===== config.mk =====
export PLATFORM = sky130hd
export DESIGN_NAME = prv32_branch_unit
export DESIGN_NICKNAME = d
export VERILOG_FILES = /design/src/rtl/prv32_branch_pkg.sv /design/src/rtl/prv32_bht.sv /design/src/rtl/prv32_branch_unit.sv
export SDC_FILE = /design/constraint.sdc
export NUM_CORES = 1
export LEC_CHECK = 0
export ABC_CLOCK_PERIOD_IN_PS = 4100
export CAP_MARGIN = 15
export CELL_PAD_IN_SITES_DETAIL_PLACEMENT = 1
export CELL_PAD_IN_SITES_GLOBAL_PLACEMENT = 2
export CORE_MARGIN = 1
export CORE_UTILIZATION = 35
export CTS_CLUSTER_SIZE = 28
export DETAILED_ROUTE_END_ITERATION = 12
export DONT_BUFFER_PORTS = 1
export GPL_ROUTABILITY_DRIVEN = 0
export PLACE_DENSITY_LB_ADDON = 0.1
export SLEW_MARGIN = 10
export SYNTH_ARGS = -nofsm -noshare
export SYNTH_HDL_FRONTEND = slang
export SYNTH_SLANG_ARGS = --single-unit

===== constraint.sdc =====
create_clock -name clk -period 4.1 [get_ports clk]
set_clock_uncertainty 0.15 [all_clocks]
set_input_delay 1.23 -clock clk [delete_from_list [all_inputs] [get_ports clk]]
set_output_delay 1.23 -clock clk [all_outputs]
set_load 0.05 [all_outputs]

===== src/rtl/prv32_branch_pkg.sv =====
// Shared definitions for the PRV32 branch resolution unit: funct3 encodings,
// flush FSM state type, predictor geometry and the branch condition helper.
package prv32_branch_pkg;

    localparam logic [2:0] F3_BEQ  = 3'b000;
    localparam logic [2:0] F3_BNE  = 3'b001;
    localparam logic [2:0] F3_RSV0 = 3'b010;
    localparam logic [2:0] F3_RSV1 = 3'b011;
    localparam logic [2:0] F3_BLT  = 3'b100;
    localparam logic [2:0] F3_BGE  = 3'b101;
    localparam logic [2:0] F3_BLTU = 3'b110;
    localparam logic [2:0] F3_BGEU = 3'b111;

    localparam int BHT_IDX_W   = 4;
    localparam int BHT_ENTRIES = 16;

    typedef enum logic {
        IDLE  = 1'b0,
        FLUSH = 1'b1
    } stateT;

    // Flags come from an ALU subtract where cf=1 means no borrow (a >= b unsigned).
    function automatic logic condMet(input logic [2:0] funct3,
                                     input logic cf, input logic zf,
                                     input logic vf, input logic sf);
        logic met;
        met = 1'b0;
        case (funct3)
            F3_BEQ:  met = zf;
            F3_BNE:  met = !zf;
            F3_BLT:  met = (sf != vf);
            F3_BGE:  met = (sf == vf);
            F3_BLTU: met = !cf;
            F3_BGEU: met = cf;
            default: met = 1'b0;
        endcase
        return met;
    endfunction

endpackage


===== src/rtl/prv32_bht.sv =====
// 16-entry table of 2-bit saturating counters; lookup reads the registered
// table, so a same-cycle update of the looked-up entry returns the old value.
module prv32_bht
    import prv32_branch_pkg::*;
(
    input  logic                 clk,
    input  logic                 rst,
    input  logic [BHT_IDX_W-1:0] lookup_idx,
    output logic                 pred_taken,
    input  logic                 update_en,
    input  logic [BHT_IDX_W-1:0] update_idx,
    input  logic                 update_taken
);

    logic [1:0] ctrTable [BHT_ENTRIES];

    // Entries start weakly not-taken and saturate at 00 / 11.
    always_ff @(posedge clk or posedge rst) begin
        if (rst) begin
            for (int i = 0; i < BHT_ENTRIES; i++) begin
                ctrTable[i] <= 2'b01;
            end
        end else if (update_en) begin
            if (update_taken && ctrTable[update_idx] != 2'b11) begin
                ctrTable[update_idx] <= ctrTable[update_idx] + 2'd1;
            end else if (!update_taken && ctrTable[update_idx] != 2'b00) begin
                ctrTable[update_idx] <= ctrTable[update_idx] - 2'd1;
            end
        end
    end

    assign pred_taken = ctrTable[lookup_idx][1];

endmodule


===== src/rtl/prv32_branch_unit.sv =====
// EX-stage branch resolution: condition check, mispredict redirect, IF/ID flush FSM
// and branch statistics. Define PRV32_BHT_EN to build in the 2-bit predictor.
module prv32_branch_unit
    import prv32_branch_pkg::*;
#(
    parameter int FLUSH_CYCLES = 2
) (
    input  logic        clk,
    input  logic        rst,
    input  logic        valid_i,
    output logic        ready_o,
    input  logic        is_jal_i,
    input  logic        is_jalr_i,
    input  logic [2:0]  funct3_i,
    input  logic        cf_i,
    input  logic        zf_i,
    input  logic        vf_i,
    input  logic        sf_i,
    input  logic [31:0] pc_i,
    input  logic [31:0] target_i,
    input  logic        pred_taken_i,
    input  logic [31:0] fetch_pc_i,
    output logic        pred_taken_o,
    output logic        redirect_o,
    output logic [31:0] redirect_pc_o,
    output logic        flush_o,
    output logic        illegal_o,
    output logic [31:0] taken_cnt_o,
    output logic [31:0] branch_cnt_o
);

    localparam logic [2:0] FLUSH_LAST = 3'(FLUSH_CYCLES);

    stateT       state;
    stateT       stateNext;
    logic [2:0]  flushCnt;
    logic        accept;
    logic        isJump;
    logic        isIllegal;
    logic        isCond;
    logic        actualTaken;
    logic        effPred;
    logic        mispredict;
    logic [31:0] jumpTarget;
    logic [31:0] nextPc;

    assign accept      = valid_i && ready_o;
    assign isJump      = is_jal_i || is_jalr_i;
    assign isIllegal   = !isJump && (funct3_i == F3_RSV0 || funct3_i == F3_RSV1);
    assign isCond      = !isJump && !isIllegal;
    assign actualTaken = isJump || (isCond && condMet(funct3_i, cf_i, zf_i, vf_i, sf_i));
    assign mispredict  = !isIllegal && (actualTaken ^ effPred);
    assign jumpTarget  = is_jalr_i ? {target_i[31:1], 1'b0} : target_i;
    assign nextPc      = actualTaken ? jumpTarget : pc_i + 32'd4;

`ifdef PRV32_BHT_EN
    logic unusedFetchBits;

    assign effPred         = pred_taken_i;
    assign unusedFetchBits = ^{fetch_pc_i[31:6], fetch_pc_i[1:0]};

    prv32_bht u_bht (
        .clk          (clk),
        .rst          (rst),
        .lookup_idx   (fetch_pc_i[5:2]),
        .pred_taken   (pred_taken_o),
        .update_en    (accept && isCond),
        .update_idx   (pc_i[5:2]),
        .update_taken (actualTaken)
    );
`else
    logic unusedPredInputs;

    assign effPred          = 1'b0;
    assign pred_taken_o     = 1'b0;
    assign unusedPredInputs = ^{pred_taken_i, fetch_pc_i};
`endif

    always_ff @(posedge clk or posedge rst) begin
        if (rst) begin
            state <= IDLE;
        end else begin
            state <= stateNext;
        end
    end

    always_comb begin
        stateNext = state;
        unique case (state)
            IDLE:  if (accept && mispredict) stateNext = FLUSH;
            FLUSH: if (flushCnt == FLUSH_LAST) stateNext = IDLE;
            default: stateNext = IDLE;
        endcase
    end

    always_comb begin
        ready_o = (state == IDLE);
        flush_o = (state == FLUSH);
    end

    // flushCnt numbers the FLUSH cycles 1..FLUSH_CYCLES so the exit compare is direct.
    always_ff @(posedge clk or posedge rst) begin
        if (rst) begin
            flushCnt <= 3'd0;
        end else if (state == IDLE) begin
            flushCnt <= (accept && mispredict) ? 3'd1 : 3'd0;
        end else if (flushCnt == FLUSH_LAST) begin
            flushCnt <= 3'd0;
        end else begin
            flushCnt <= flushCnt + 3'd1;
        end
    end

    always_ff @(posedge clk or posedge rst) begin
        if (rst) begin
            redirect_o    <= 1'b0;
            illegal_o     <= 1'b0;
            redirect_pc_o <= 32'd0;
        end else begin
            redirect_o <= accept && mispredict;
            illegal_o  <= accept && isIllegal;
            if (accept && mispredict) begin
                redirect_pc_o <= nextPc;
            end
        end
    end

    always_ff @(posedge clk or posedge rst) begin
        if (rst) begin
            branch_cnt_o <= 32'd0;
            taken_cnt_o  <= 32'd0;
        end else if (accept && isCond) begin
            branch_cnt_o <= branch_cnt_o + 32'd1;
            if (actualTaken) begin
                taken_cnt_o <= taken_cnt_o + 32'd1;
            end
        end
    end

endmodule


Yosys cells after proc, flatten, opt, wreduce, memory -nomap -nowiden
Index checks and enable logic that the tools add are counted.

operators by class
  equality and inequality tests = 10
  multiplexer cells = 9
  bitwise gates (word level) = 1
  add/sub/neg operators = 4
  reduce and logical (&&, ||, !) cells = 17

operators with widths
  cell                     count
  $add A32 B1 Y32 const B  2
  $add A32 B3 Y32 const B  1
  $mux W32                 1
  $eq A3 B3 Y1 const B     4
  $eq A3 B2 Y1 const B     3
  $logic_and A1 B1 Y1      8
  $mux W3                  2
  $pmux W1 S6              1
  $logic_not A1 Y1         4
  $mux W1                  4
  $add A3 B1 Y3 const B    1
  $eq A3 B1 Y1 const B     1
  $logic_not A3 Y1         1
  $logic_or A1 B1 Y1       3
  $pmux W1 S2              1
  $reduce_and A2 Y1        1
  $eq A1 B1 Y1             1
  $ne A1 B1 Y1             1
  $not A1 Y1               1

storage, ports and cells
  input port bits = 109
  logic and storage cells = 48
  flip-flop bits (word level) = 102
  output and inout bits = 101

Longest topological paths before layout
Gate-level depths: netlist of run 1.

  depth in word-level cells = 11
  depth in mapped cells = 7
  gate-level depth less buffers = 6

Worst setup path after synthesis of run 1
Ideal clock, no wire load.

  kind = input-to-reg
  from = in cf_i
  to = reg redirect_pc_o[1]
  arrival = 2.954 ns
  library setup time = 0.125 ns
  buffers on the path = 1
  data required time = 3.825 ns
  setup slack = 0.871 ns
  stages on the path = 5
  cell sequence = and2_0 -> mux4_2 -> o311ai_4 -> buf_8 -> mux2_4

on the way
  cells in the longest elaborated chain, start to end = 6
  elaborated cells on any way between the ends = 7
  those cells by class = mux: 2; reduce/logical: 5

ends and longest elaborated chain
  element                 RTL line                  RTL
  start: declaration      prv32_branch_unit.sv:15   input logic cf_i,
  $logic_not A1 Y1        prv32_branch_pkg.sv:33    F3_BLTU: met = !cf;
  $pmux W1 S6 *           prv32_branch_pkg.sv:28    case (funct3)
  $logic_and A1 B1 Y1 *   prv32_branch_unit.sv:51   assign actualTaken = isJump || (isCond && condMet(funct3_i, cf_i, zf_i, vf_i, sf_i));
  $logic_or A1 B1 Y1 *    prv32_branch_unit.sv:51
  $logic_and A1 B1 Y1     prv32_branch_unit.sv:52   assign mispredict = !isIllegal && (actualTaken ^ effPred);
  $logic_and A1 B1 Y1     prv32_branch_unit.sv:122  if (accept && mispredict) begin
  end signal: assignment  prv32_branch_unit.sv:123  redirect_pc_o <= nextPc;
  end: declaration        prv32_branch_unit.sv:25   output logic [31:0] redirect_pc_o,

Mark *: on every way between the ends. The rest lies on a longest branch, timed or not.
A chain may end at the register's enable or synchronous reset.

Worst setup path in the final report of run 1
  from = reg state (netlist: flush_o)
  to = out ready_o

on the way
  cells in the longest elaborated chain, start to end = 1

ends and longest elaborated chain
  element                   RTL line                 RTL
  start: declaration        prv32_branch_unit.sv:34  stateT state;
  start signal: assignment  prv32_branch_unit.sv:83  state <= stateNext;
  $not A1 Y1                n/a
  end: declaration          prv32_branch_unit.sv:11  output logic ready_o,

Every way passes these cells.

==> results.py, run 1 <==
metrics = {
    "cells_and_area": {
        "design_area_sq_um": 5006,
        "drive_above_1_share": 0.1456,
        "post-route-util": 0.3983,
        "syn_to_final_growth_pct": 11.42,
        "final_common_cell": "dfrtp_1",
        "final_cell_mix": "102 x dfrtp_1, 41 x xnor2_1, 26 x nand2_1",
        "finalNetCount": 480,
        "diodes": 0,
    },
    "global_routing": {
        "antenna_found_initial": 0,
        "grt.overflow.total": 0,
        "grt_usage": 0.1503,
        "grt_max_degree": 60,
        "grt_first_pass_wirelength_mm": 15.02,
        "first_global_vias": 2782,
    },
    "timing": {
        "period_minus_slack_ps": 2875,
        "finalCritPeriodShare": 0.7013,
        "relSlewSlack": 0.4998,
        "drv_slew": 0,
        "hold_violations": 0,
        "max_freq_ghz": 0.3478,
        "finalSetupTns_ps": 0,
        "worstMarginPinSlew_ps": 750.3,
        "finalWorstSetupSlack_ps": 1225,
        "grt_setup_unrepaired": "no",
        "setup_viol": 0,
    },
    "place": {
        "portBuffers": 0,
        "pre_cts_ws_ps": 874.6,
        "placed_area_sq_um": 4710,
        "dp_hpwl_mm": 6.836,
    },
    "floorplan": {
        "rows": 41,
        "start_util": 0.3575,
        "fp.dieH_um": 115.3,
        "dieArea_sq_um": 13290,
        "core_sq_um": 12570,
        "ioPinCount": 210,
        "die_w_um": 115.3,
    },
    "detailed_routing": {
        "post_drt_wl_per_cell_um": 17.52,
        "route.vias.total": 2719,
        "route.detailed.drc": 0,
        "viasPerCell": 5.007,
        "drtAntennaViolNets": 0,
        "drt_first_pass_iters": 4,
        "drtIter0Drc": 83,
        "wirelength_mm": 9.511,
    },
    "clock_tree": {
        "cts-root-buf": "clkbuf_16",
        "cts_buffers": 9,
        "cts_num_sinks": 102,
        "ctsHtreeMaxLevel": 3,
        "cts_resized": 0,
        "cts_hold_buf": 0,
        "cts_buffer_depth": 2,
        "clkLatencyLatePin_ps": 340,
        "path_clk_slew_ps": 60,
        "cts_tree": "built",
        "cts_setup_buffers": 0,
    },
    "worst_setup_path": {
        "slowest_delay_ps": 580,
        "cp_cell_sequence": "inv_1",
        "critical_path_class": "flop to output port",
        "path_buf_inv": 1,
        "startpoint_type": "flop",
        "critPathMaxFanout": 6,
        "worstSetupEndpointType": "output port",
        "crit_family": "flip-flops",
        "worst_ep_arrival_time_ps": 1500,
        "crit_required_ps": 2720,
        "cpMaxStageDelayCell": "dfrtp_1",
    },
    "power": {
        "max-vdd-ir-drop_uv": 275.1,
        "cellLeakagePower_nw": 2.285,
        "finalPower_mw": 3.363,
        "p_per_area_nw_per_um2": 671.8,
    },
    "yosys": {
        "ys_async_sr_fraction": 1.000,
        "synth_cell_types": 40,
        "synth_seq_cells": 102,
        "postSynthCellCount": 358,
        "syn-cell-area_sq_um": 4493,
        "post_synth.cell_area_avg_sq_um": 12.55,
        "yosysWarnings": 0,
        "synth_nets": 469,
        "synth_edf_count": 0,
        "seq_area_frac_synth": 0.5681,
        "synth_flop_cell": "dfrtp_1",
    },
    "outcome": {
        "status": "completed",
    },
    "worst_hold_path": {
        "holdCritPathClass": "flop to flop",
    },
    "flow_run": {
        "cap_violations": 0,
    },
}
[stage by stage]
stage	instances	hold WS, ps
2_1_floorplan	358	338.6
3_3_place_gp	530	376.1
3_5_place_dp	530	378.2
4_1_cts	543	395.9
5_1_grt	543	427.3
6_report	543	395.1
[power breakdown]
part           internal [mW]  leakage (nW)  total, mW  switching [mW]
Clock                  0.513         0.147      0.857           0.344
Combinational          0.260         0.821      0.434           0.174
Sequential              1.20          1.32       2.07           0.872
[synthesized netlist by cell type (2+ instances only)]
| cell type | n | area share |
|---|---|---|
| and4_1 | 6 | 0.012 |
| nor2_1 | 18 | 0.015 |
| mux2_2 | 7 | 0.018 |
| ha_1 | 2 | 0.0056 |
| xnor2_1 | 41 | 0.080 |
| mux2_4 | 20 | 0.067 |
| xor2_1 | 22 | 0.043 |
| dfrtp_1 | 102 | 0.57 |
| and2_1 | 5 | 0.0070 |
| buf_2 | 2 | 0.0022 |
| nand2_1 | 26 | 0.022 |
| or2_2 | 2 | 0.0028 |
| nand3_1 | 20 | 0.022 |
| nor2b_1 | 4 | 0.0056 |
| inv_1 | 9 | 0.0075 |
| o21ai_0 | 2 | 0.0022 |
| buf_8 | 2 | 0.0067 |
| nand2b_1 | 5 | 0.0070 |
| mux2_1 | 5 | 0.013 |
| nand4_1 | 18 | 0.025 |
| nor3_1 | 13 | 0.014 |
| nor4_1 | 5 | 0.0070 |
| and3_1 | 5 | 0.0070 |
[final timing paths]
path                            cells after the start  slack, ps                      endpoint                  start
min in group asynchronous                           1        740  redirect_pc_o[5]$_DFFE_PP0P_                    rst
worst min-delay path                                1        400         flushCnt[0]$_DFF_PP0_  flushCnt[0]$_DFF_PP0_
worst max-delay path                                1       1220                       ready_o      flush_o$_DFF_PP0_
worst min register to register                      1        400         flushCnt[0]$_DFF_PP0_  flushCnt[0]$_DFF_PP0_
worst max register to register                      6       1470  branch_cnt_o[19]$_DFFE_PP0P_      flush_o$_DFF_PP0_
max in group asynchronous                           2       2240  branch_cnt_o[30]$_DFFE_PP0P_                    rst
[flip-flops by register name, summed over array words and instances, names as in the netlist]
name / flops
branch_cnt_o: 32
flush_o: 1
taken_cnt_o: 32
flushCnt: 3
redirect_o: 1
redirect_pc_o: 32
illegal_o: 1
[area by class of cell]
class	instances	area [sq um]
fillers	1348	7562
clock inverters	1	30.03
repair buffers	6	57.56
inverters	9	36.28
flip-flops and latches	102	2552
multi-input cells	241	1848
well taps	172	215.2
clock buffers	12	266.5
[metal layers]
| layer | track usage | up-vias | part of all wire |
|---|---|---|---|
| met1 | 0.1866 | 1369 | 0.43 |
| li1 | - | 1250 | - |
| met3 | 0.05061 | 12 | 0.080 |
| met5 | 0 | - | 0 |
| met4 | 0.08312 | 0 | 0.021 |
| met2 | 0.2295 | 88 | 0.47 |
[cells by family (layout without fill, tap and decap cells)]
logic type               Yosys count  count (layout)  share of synthesized area
AND/OR/NAND/NOR                  132             132                     0.1559
flip-flops                       102             102                     0.5681
XOR/XNOR                          64              64                     0.1278
multiplexers                      33              33                     0.1019
buffers and inverters             15              28                    0.02061
AO/OA/AOI/OAI                      9               9                    0.01922
adder cells (fa/ha/maj)            2               2                   0.005569
other                              1               1                  0.0008346
Note: power is estimated with default switching activity, not from simulation.
==> run 2, diff against run 1 <==
Settings changed: ABC_CLOCK_PERIOD_IN_PS 4100 to 2600.
Clock period 4.1 ns to 2.6 ns, I/O delays scaled along.
==> results.py, run 2 (same netlist as run 1, synthesis figures left out) <==
metrics = {
    "floorplan": {
        "ioPinCount": 210,
        "fp.dieH_um": 115.3,
        "dieArea_sq_um": 13290,
        "core_sq_um": 12570,
        "die_w_um": 115.3,
        "start_util": 0.3575,
        "rows": 41,
    },
    "global_routing": {
        "grt.overflow.total": 0,
        "grt_max_degree": 65,
        "antenna_found_initial": 0,
        "grt_first_pass_wirelength_mm": 16.52,
        "grt_usage": 0.1653,
        "first_global_vias": 3254,
    },
    "timing": {
        "setup_viol": 0,
        "finalWorstSetupSlack_ps": 275.0,
        "max_freq_ghz": 0.4301,
        "holdWs_ps": 232.2,
        "period_minus_slack_ps": 2325,
        "finalCritPeriodShare": 0.8942,
        "worstMarginPinSlew_ps": 618.5,
        "relSlewSlack": 0.5838,
        "hold_violations": 0,
        "drv_slew": 0,
        "grt_setup_unrepaired": "no",
    },
    "power": {
        "cellLeakagePower_nw": 2.632,
        "max-vdd-ir-drop_uv": 562.4,
        "finalPower_mw": 5.464,
        "p_per_area_nw_per_um2": 983.8,
    },
    "worst_setup_path": {
        "startpoint_type": "input pin",
        "worst_ep_arrival_time_ps": 2410,
        "crit_required_ps": 2690,
        "critPathMaxFanout": 18,
        "critical_path_class": "input pin to flop",
        "worstSetupEndpointType": "flop",
    },
    "flow_run": {
        "cap_violations": 0,
    },
    "detailed_routing": {
        "route.vias.total": 2982,
        "viasPerCell": 4.857,
        "post_drt_wl_per_cell_um": 16.89,
        "route.detailed.drc": 0,
        "drtIter0Drc": 108,
        "wirelength_mm": 10.37,
        "drt_first_pass_iters": 4,
        "drtAntennaViolNets": 0,
    },
    "cells_and_area": {
        "final_cell_mix": "102 x dfrtp_1, 71 x buf_4, 41 x xnor2_1",
        "fillers": 1351,
        "syn_to_final_growth_pct": 23.61,
        "drive_above_1_share": 0.2828,
        "finalNetCount": 548,
        "diodes": 0,
        "final_common_cell": "dfrtp_1",
        "top_regs": "branch_cnt_o x32, redirect_pc_o x32, taken_cnt_o x32",
    },
    "clock_tree": {
        "cts_resized": 0,
        "cts_hold_buf": 0,
        "cts_buffers": 9,
        "cts_setup_buffers": 0,
        "cts-root-buf": "clkbuf_16",
        "ctsHtreeMaxLevel": 3,
        "cts_tree": "built",
        "path_clk_slew_ps": 70,
        "cts_buffer_depth": 2,
        "cts_num_sinks": 102,
        "clkLatencyLatePin_ps": 350,
    },
    "place": {
        "pre_cts_ws_ps": -119.4,
        "dp_hpwl_mm": 7.753,
        "portBuffers": 0,
    },
    "outcome": {
        "status": "completed",
    },
    "worst_hold_path": {
        "holdCritPathClass": "input pin to async pin",
    },
}
## run 2: changes by cell type in the layout (fill, tap and decap cells not counted)
cell,delta
buf_4,+66
clkinvlp_4,+5
clkbuf_8,-2
inv_4,-1
buf_12,+2
inv_6,+1
## run 2: worst paths after layout
| check | startpoint | end | slack (ps) | cells past startpoint |
|---|---|---|---|---|
| min | rst | redirect_pc_o[7]$_DFFE_PP0P_ | 230 | 2 |
| min in group clk | taken_cnt_o[25]$_DFFE_PP0P_ | taken_cnt_o[25]$_DFFE_PP0P_ | 380 | 1 |
| max | cf_i | redirect_pc_o[10]$_DFFE_PP0P_ | 280 | 5 |
| max reg2reg | flush_o$_DFF_PP0_ | taken_cnt_o[12]$_DFFE_PP0P_ | 480 | 7 |
| max in group asynchronous | rst | taken_cnt_o[11]$_DFFE_PP0P_ | 1610 | 2 |
| min reg2reg | taken_cnt_o[25]$_DFFE_PP0P_ | taken_cnt_o[25]$_DFFE_PP0P_ | 380 | 1 |
## run 2: where the power goes
group / switching (mW) / internal (mW)
clock: 0.616 / 0.776
combinational: 0.505 / 0.501
sequential: 1.17 / 1.89
## run 2: routing by layer
| layer | GRT usage | up-vias | wire (um) | share of wire |
|---|---|---|---|---|
| li1 | - | 1390 | - | - |
| met1 | 0.1838 | 1488 | 4117 | 0.40 |
| met2 | 0.2747 | 93 | 5116 | 0.49 |
| met3 | 0.07486 | 11 | 980 | 0.095 |
| met4 | 0.06753 | 0 | 157 | 0.015 |
| met5 | 0 | - | 0 | 0 |
## run 2: through the flow
step / util / TNS, ps / cells / instance area (sq um)
global placement: 0.4174 / -1437 / 598 / 5246
detailed placement: 0.4174 / -2581 / 598 / 5246
finish: 0.4419 / 0 / 614 / 5554
CTS: 0.4419 / 0 / 614 / 5554
floorplan: - / -4058 / 358 / 4497
global route: 0.4419 / 0 / 614 / 5554
## run 2: area by class of cell
cell class | count | area (sq um) | share of cell area
Clock inverter | 6 | 68.82 | 0.01239
Multi-Input combinational cell | 241 | 1848 | 0.3327
Sequential cell | 102 | 2552 | 0.4596
Timing Repair Buffer | 74 | 593.1 | 0.1068
Tap cell | 172 | 215.2 | 0.03875
Clock buffer | 10 | 239.0 | 0.04303
Inverter | 9 | 37.54 | 0.006758
## run 2: critical path: stages
cell	delay, ps
and2_0	130
mux4_2	530
o311ai_4	390
buf_12	220
mux2_2	350
==> run 3, diff against run 2 <==
Settings changed: CORE_MARGIN 1 to not set, HOLD_SLACK_MARGIN set to 0.02.
==> results of run 3 <==
Final layout, timing and power as in run 2 (identical DEF).
